--- config.mk ---
export PLATFORM = sky130hd
export DESIGN_NAME = cla_seq_adder
export DESIGN_NICKNAME = d
export VERILOG_FILES = /design/src/rtl/cla_pkg.sv /design/src/rtl/cla4_slice.sv /design/src/rtl/cla_seq_adder.sv
export SDC_FILE = /design/constraint.sdc
export NUM_CORES = 1
export LEC_CHECK = 0
export ABC_AREA = 1
export CAP_MARGIN = 10
export CORE_MARGIN = 2
export CORE_UTILIZATION = 35
export DETAILED_ROUTE_END_ITERATION = 6
export PLACE_DENSITY_LB_ADDON = 0.15
export SETUP_SLACK_MARGIN = 0.02
export SLEW_MARGIN = 0
export SYNTH_ARGS = -nofsm -noshare
export SYNTH_HDL_FRONTEND = slang
export SYNTH_SLANG_ARGS = --single-unit
--- constraint.sdc ---
create_clock -name clk -period 2.7 [get_ports clk]
set_input_delay 0.54 -clock clk [delete_from_list [all_inputs] [get_ports clk]]
set_output_delay 0.54 -clock clk [all_outputs]
set_load 0.005 [all_outputs]
--- src/rtl/cla_pkg.sv ---
// rtl/cla_pkg.sv - shared types and constants for the sequential CLA adder
package cla_pkg;

    localparam int NIBBLE = 4;

    typedef enum logic [1:0] {
        IDLE = 2'd0,
        RUN  = 2'd1,
        DONE = 2'd2
    } state_t;

    // Number of nibble iterations needed to cover an operand of the given width
    function automatic int slice_count(input int width);
        return width / NIBBLE;
    endfunction

    // Operand width must be whole nibbles and hold at least one of them
    function automatic bit width_ok(input int width);
        return (width >= NIBBLE) && ((width % NIBBLE) == 0);
    endfunction

endpackage

--- src/rtl/cla4_slice.sv ---
// rtl/cla4_slice.sv - combinational 4-bit carry-lookahead adder slice
module cla4_slice
    import cla_pkg::*;
(
    input  logic [NIBBLE-1:0] a,
    input  logic [NIBBLE-1:0] b,
    input  logic              cin,
    output logic [NIBBLE-1:0] s,
    output logic              cout
);

    logic [NIBBLE-1:0] g;
    logic [NIBBLE-1:0] p;
    logic [NIBBLE-1:0] c;

    // Generate/propagate terms and flattened lookahead carries; no ripple path
    always_comb begin
        g    = a & b;
        p    = a ^ b;
        c[0] = cin;
        c[1] = g[0] | (p[0] & cin);
        c[2] = g[1] | (p[1] & g[0]) | (p[1] & p[0] & cin);
        c[3] = g[2] | (p[2] & g[1]) | (p[2] & p[1] & g[0])
                    | (p[2] & p[1] & p[0] & cin);
        cout = g[3] | (p[3] & g[2]) | (p[3] & p[2] & g[1])
                    | (p[3] & p[2] & p[1] & g[0])
                    | (p[3] & p[2] & p[1] & p[0] & cin);
        s    = p ^ c;
    end

endmodule

--- src/rtl/cla_seq_adder.sv ---
// rtl/cla_seq_adder.sv - multi-cycle adder sharing one CLA slice; CLA_SEQ_SUB_EN adds subtract
module cla_seq_adder
    import cla_pkg::*;
#(
    parameter int WIDTH = 16
) (
    input  logic             clk,
    input  logic             rst,
    input  logic             start,
    input  logic [WIDTH-1:0] A,
    input  logic [WIDTH-1:0] B,
    input  logic             Cin,
`ifdef CLA_SEQ_SUB_EN
    input  logic             sub,
`endif
    output logic             busy,
    output logic             done,
    output logic [WIDTH-1:0] Sum,
    output logic             Cout
);

    localparam int NSLICE = slice_count(WIDTH);
    localparam int IDXW   = (NSLICE > 1) ? $clog2(NSLICE) : 1;
    localparam logic [IDXW-1:0] LAST_IDX = IDXW'(NSLICE - 1);

    if (!width_ok(WIDTH)) begin : g_bad_width
        $error("cla_seq_adder: WIDTH must be a multiple of 4 and at least 4");
    end

    state_t            state;
    state_t            state_nxt;
    logic [IDXW-1:0]   idx;
    logic [WIDTH-1:0]  a_reg;
    logic [WIDTH-1:0]  b_reg;
    logic              carry_reg;
    logic [NIBBLE-1:0] a_nib;
    logic [NIBBLE-1:0] b_nib;
    logic [NIBBLE-1:0] s_nib;
    logic              c_out;
    logic              accept;
    logic              last;
    logic [WIDTH-1:0]  b_load;
    logic              c_load;

    assign accept = start && ((state == IDLE) || (state == DONE));
    assign last   = (idx == LAST_IDX);

`ifdef CLA_SEQ_SUB_EN
    // Subtraction is A + ~B + 1, so invert B at latch time and force carry-in
    assign b_load = sub ? ~B : B;
    assign c_load = sub ? 1'b1 : Cin;
`else
    assign b_load = B;
    assign c_load = Cin;
`endif

    // State register
    always_ff @(posedge clk) begin
        if (rst) begin
            state <= IDLE;
        end else begin
            state <= state_nxt;
        end
    end

    // Next-state: DONE can accept directly so back-to-back adds lose no cycle
    always_comb begin
        state_nxt = state;
        case (state)
            IDLE:    state_nxt = accept ? RUN : IDLE;
            RUN:     state_nxt = last ? DONE : RUN;
            DONE:    state_nxt = accept ? RUN : IDLE;
            default: state_nxt = IDLE;
        endcase
    end

    // Status outputs decoded from state
    always_comb begin
        busy = (state == RUN);
        done = (state == DONE);
    end

    // Select the current nibble of each operand for the shared slice
    always_comb begin
        a_nib = '0;
        b_nib = '0;
        for (int k = 0; k < NSLICE; k++) begin
            if (idx == IDXW'(k)) begin
                a_nib = a_reg[k*NIBBLE +: NIBBLE];
                b_nib = b_reg[k*NIBBLE +: NIBBLE];
            end
        end
    end

    cla4_slice u_slice (
        .a    (a_nib),
        .b    (b_nib),
        .cin  (carry_reg),
        .s    (s_nib),
        .cout (c_out)
    );

    // Operand latch on accept, then per-nibble write-back and carry chaining
    always_ff @(posedge clk) begin
        if (rst) begin
            idx       <= '0;
            a_reg     <= '0;
            b_reg     <= '0;
            carry_reg <= 1'b0;
            Sum       <= '0;
            Cout      <= 1'b0;
        end else if (accept) begin
            idx       <= '0;
            a_reg     <= A;
            b_reg     <= b_load;
            carry_reg <= c_load;
        end else if (state == RUN) begin
            for (int k = 0; k < NSLICE; k++) begin
                if (idx == IDXW'(k)) begin
                    Sum[k*NIBBLE +: NIBBLE] <= s_nib;
                end
            end
            carry_reg <= c_out;
            if (last) begin
                Cout <= c_out;
                idx  <= '0;
            end else begin
                idx  <= idx + 1'b1;
            end
        end
    end

endmodule

======== Yosys cells after proc, flatten, opt, wreduce, memory -nomap -nowiden ========
Index checks and enable logic that the tools add are counted.
operators by class
  bitwise operators ....................... 30
  equality and inequality tests ........... 5
  $add $sub $neg .......................... 1
  reduce and logical (&&, ||, !) cells .... 11
  mux-type cells .......................... 14
operators with widths
  kind                                                              count
  4-bit 2-to-1 mux                                                  8
  1-bit bitwise AND                                                 16
  3-bit AND reduction                                               4
  1-bit bitwise OR                                                  10
  4-bit bitwise XOR                                                 2
  2-bit == test (second input constant)                             3
  4-bit bitwise AND                                                 1
  2-bit by 1-bit == test with 1-bit output (second input constant)  2
  2-bit logical NOT                                                 2
  2-bit 2-to-1 mux                                                  2
  2-bit one-hot mux with 2 select lines                             1
  2-bit OR reduction                                                2
  1-bit 2-to-1 mux                                                  3
  2-bit by 1-bit adder with 2-bit output (second input constant)    1
  2-bit nonzero test                                                1
  1-bit logical AND                                                 1
  1-bit logical OR                                                  1
  1-bit inverter                                                    1
word-level totals
  logic and storage cells ................. 71
  output and inout port bits .............. 19
  bits in registers ....................... 54
  input port bits ......................... 36

======== Longest topological paths before layout ========
  depth after elaboration ................. 13
  gate-level depth with buffers ........... 17
  mapped depth without buffers ............ 15

======== Modules after synthesis ========
From an unflattened synthesis, not the netlist that was laid out.
second synthesis, totals
  cell total of the unflattened synthesis .. 384
  area total of the unflattened synthesis .. 2552.4 sq um
modules (own cells, without submodules)
  module         area each (sq um)  cells each  instances  sequential area each (sq um)
  cla_seq_adder  2363.5             353         1          1081.0
  cla4_slice     188.9              31          1          0.0

======== Least setup slack after synthesis ========
OpenSTA, ideal clock, no wires.
  path type ............................... reg-to-reg
  from .................................... register idx[0]
  to ...................................... register Sum[15]
  slack ................................... 0.502 ns
  data required time ...................... 2.591 ns
  period minus slack after synthesis ...... 2.198 ns
  cell stages (with the launch flop) ...... 17
  library setup time ...................... 0.109 ns
  path buffers ............................ 1
  arrival ................................. 2.089 ns
  cell sequence ........................... dfxtp_1 -> inv_1 -> ha_1 -> inv_2 -> buf_2 -> nand2_1 -> a31oi_1 -> o21ai_0 -> ha_1 -> nand2_1 -> nand2_1 -> nor2_1 -> nand2_1 -> nand2_1 -> nand3_1 -> nand2_1 -> inv_1
on the way
  cells in the longest elaborated chain, start to end .. 11
  elaborated cells on any way between the ends .. 24
  classes of those cells .................. 3 x eq/ne; 8 x mux; 11 x bitwise; 2 x reduce/logical
RTL lines
  element                                                        RTL line                            text
  start: declaration                                             cla_seq_adder.sv:32                 logic [IDXW-1:0] idx;
  start signal: assignment                                       cla_seq_adder.sv:128                idx <= idx + 1'b1;
  2-bit logical NOT                                              cla_seq_adder.sv:88                 if (idx == IDXW'(k)) begin
  4-bit 2-to-1 mux (4 in series)                                 cla_seq_adder.sv:88
  4-bit bitwise XOR / 4-bit bitwise AND (equally long branches)  cla4_slice.sv:19, cla4_slice.sv:18
  1-bit bitwise AND, on equally long branches                    cla4_slice.sv:23, cla4_slice.sv:24
  1-bit bitwise OR (tied with other cells)                       cla4_slice.sv:23                    c[3] = g[2] | (p[2] & g[1]) | (p[2] & p[1] & g[0])
  1-bit bitwise OR / 1-bit bitwise AND (equally long branches)   cla4_slice.sv:23, cla4_slice.sv:24
  1-bit bitwise OR                                               cla4_slice.sv:24                    | (p[2] & p[1] & p[0] & cin);
  4-bit bitwise XOR                                              cla4_slice.sv:28                    s = p ^ c;
  end signal: indexed assignment                                 cla_seq_adder.sv:120                Sum[k*NIBBLE +: NIBBLE] <= s_nib;
  end: declaration                                               cla_seq_adder.sv:18                 output logic [WIDTH-1:0] Sum,
Several ways; a longest one is shown, not always the timed one.
A chain may end at the register's enable or synchronous reset.

======== Worst setup path after layout ========
  from .................................... register idx[1]
  to ...................................... register Sum[7]
The elaborated chain is that of the path after synthesis.

==> impl_metrics.ini <==
[power]
power.density_nw_per_um2 = 543
ir_drop_uv = 208
intPower_mw = 1.23
p_clk_share_pct = 27.2
power.leakage_nw = 1.42
sw_frac_of_total_pct = 29.8
seqPwrFrac_pct = 50.5
p_sw_mw = 0.524
p_total_mw = 1.76
p_comb_share_pct = 22.3

[clocking]
post_cts.repair.setup_buffers = 0
htreeDepth = 2
clock_latency_ns = 0.31
cts_tree = built
cts-root-buf = clkbuf_8
cts_sinks = 54
ctsHoldBuffers = 0
cts.clk_slew.worst_paths_ns = 0.10
cts_buffer_depth = 2
cts_buffers = 5

[worst_hold_path]
worstHoldPathCells = 2
hp-start = Sum[0]
hold_path_class = reg2reg

[worst_setup_path]
worstPathRequired_ns = 2.92
cp_cell_sequence = inv_1 > ha_1 > inv_2 > a31oi_1 > o21ai_0 > ha_1 > nand2_1 > nor2_1 > nor2_1 > nand2_1 > nand2_1 > nand3_1 > nand2_1 > inv_1
reg2reg_depth = 14
critical_path_depth = 14
crit_path_end_kind = flop
cpLargestDelayFamily = adder cells
cp_max_fo = 13
critical_path_arrival_ns = 2.64
reg2reg_from = idx[1]
critPathSlowestCell = dfxtp_1
crit_start = idx[1]
slowest_delay_ns = 0.36
r2r_slack_ns = 0.28
critPathCapture = Sum[7]
worstSetupPathType = reg2reg
path_buf_inv = 3
r2r-end = Sum[7]
start_kind = flop
cp_common_cell = nand2_1

[sta]
fin_hold_ws_ns = 0.468
finalCriticalPeriod_ns = 2.42
hold_viol = 0
fmax_ghz = 0.414
final-setup-viol-count = 0
skew_ns = 0.00525
rsz0062_at_grt = no
fin_ws_ns = 0.283
slew_headroom_pct = 66.1
period_share_pct = 89.5
final_max_slew_viol_count = 0
tightest_slew_ns = 0.508
tns_ns = 0

[synthesis]
synthTopCellsByArea = dfxtp_1 (43%), nor2_1 (11%), o21ai_0 (8.5%), nand2_1 (7.3%), ha_1 (4.0%)
synth_nets = 386
synth_top_area_share_pct = 42.8
postSynthCellCount = 341
synth_flop_cell = dfxtp_1
netlist_area_um2 = 2520
synth_enable_flop_cells = 0
synth.top_cells.by_count = nor2_1 (77), dfxtp_1 (54), nand2_1 (49)
postSynth.asyncResetShare_pct = 0
yosysMostFrequentCell = nor2_1
synth.avg_cell_area_um2 = 7.40
synth_seq_cells = 54
synth_largest_area_cell = dfxtp_1
yosys_warnings = 0
synth_seq_area_share_pct = 42.8
ys_types = 25

[layout]
multi_input_area_um2 = 1240
final_nets = 434
diodes = 0
ff_latch_area_um2 = 1080
drive_gt1_share_pct = 6.41
final.fill_count = 711
syn_to_final_growth_pct = 28.4

[route]
drtPass1Iterations = 4
drt_iter0_drc = 103
vias = 2247
ant_nets = 0
drcViolationCount = 0
avgRoutedWirePerCell_um = 12.0
drt-vias-per-instance = 4.62
routed_wirelength_mm = 5.84

[die]
num_io_pins = 55
initial_utilization_pct = 36.7
die-width_um = 88.9
die_y_um = 88.9
die_area_um2 = 7910
coreArea_um2 = 6870
row_count = 30

[placed_design]
dp_hpwl_mm = 4.51
io_buffers = 54
dp_slack_ns = 0.232
gp_congestion = 0.818

[global_routing]
grt_first_pass_wirelength_mm = 9.91
overflow = 0
antenna_found_initial = 0
grt_pass1_vias = 2142
grt_max_degree = 33
grt_util_all_layers_pct = 16.0

[flow_run]
maxCapViolCount = 0

[run_status]
status = completed
[power groups by stage]
stage / Combinational, mW / Sequential [mW] / Clock [mW]
after floorplan: 0.258 / 0.895 / 0
after global placement: 0.388 / 0.907 / 0
after detailed placement: 0.394 / 0.907 / 0
after CTS: 0.395 / 0.889 / 0.492
after global routing: 0.449 / 0.894 / 0.519
final: 0.392 / 0.888 / 0.478
[worst min-delay path by stage]
stage / slack [ns] / end
after floorplan: 0.45 / b_reg[10]
after global placement: 0.46 / Sum[0]
after detailed placement: 0.46 / Sum[0]
after CTS: 0.47 / Sum[0]
after global routing: 0.49 / Sum[0]
final: 0.47 / Sum[0]
[through the flow]
stage          area (um2)  util, %  cells
2_1_floorplan        2520        -    341
3_3_place_gp         3130     45.6    478
3_5_place_dp         3130     45.6    478
4_1_cts              3230     47.0    486
5_1_grt              3240     47.2    486
6_report             3240     47.2    486
[repair_timing]
item	CTS	global route
setup endpoints to repair	0	4
hold endpoints to repair	0	0
gates resized for setup	0	5
[layer usage]
| layer | vias up | share of wire, % | GRT usage (%) |
|---|---|---|---|
| met5 | - | 0 | 0 |
| met4 | 0 | 0.17 | 3.72 |
| met3 | 2 | 3.6 | 2.95 |
| met2 | 48 | 48 | 26.7 |
| met1 | 989 | 49 | 21.5 |
| li1 | 1208 | - | - |
[kinds of logic (layout without fill, tap and decap cells)]
| logic type | Yosys count | after routing | share of synthesized area, % |
|---|---|---|---|
| AND/OR/NAND/NOR | 145 | 145 | 25.1 |
| AO/OA/AOI/OAI | 87 | 87 | 19.0 |
| flip-flops | 54 | 54 | 42.8 |
| buffers and inverters | 45 | 94 | 7.93 |
| adder cells (fa/ha/maj) | 9 | 9 | 4.76 |
| XOR/XNOR | 1 | 1 | 0.347 |
[area by class of cell]
cell class | count | area share (%)
inverter | 29 | 3.75
sequential | 54 | 33.4
clock buffer | 6 | 2.55
timing repair buffer | 57 | 17.8
multi-input combinational | 242 | 38.4
clock inverter | 2 | 0.502
tap | 96 | 3.71
[worst register-to-register path, cell delays in order (launching register included)]
cell and delay [ns]:
dfxtp_1 0.36, inv_1 0.08, ha_1 0.27, inv_2 0.25
a31oi_1 0.13, o21ai_0 0.23, ha_1 0.36, nand2_1 0.10
nor2_1 0.04, nor2_1 0.11, nand2_1 0.06, nand2_1 0.12
nand3_1 0.11, nand2_1 0.07, inv_1 0.03
[layout by cell type, fill, tap and decap left out, types with 2 or more instances in the layout]
cell             instances
a211oi_1                 2
clkbuf_8                 6
o21ai_1                  9
o21ai_0                 42
inv_2                    6
nor2_8                   4
nand2_1                 49
dfxtp_1                 54
a21oi_1                 16
ha_1                     8
nand3_1                 10
clkdlybuf4s50_1         54
inv_1                   20
o211ai_1                 4
o21a_1                   9
nand4_1                  4
inv_6                    2
a31oi_1                  5
nor2_1                  77
buf_4                    2
(Power assumes the default switching activity.)
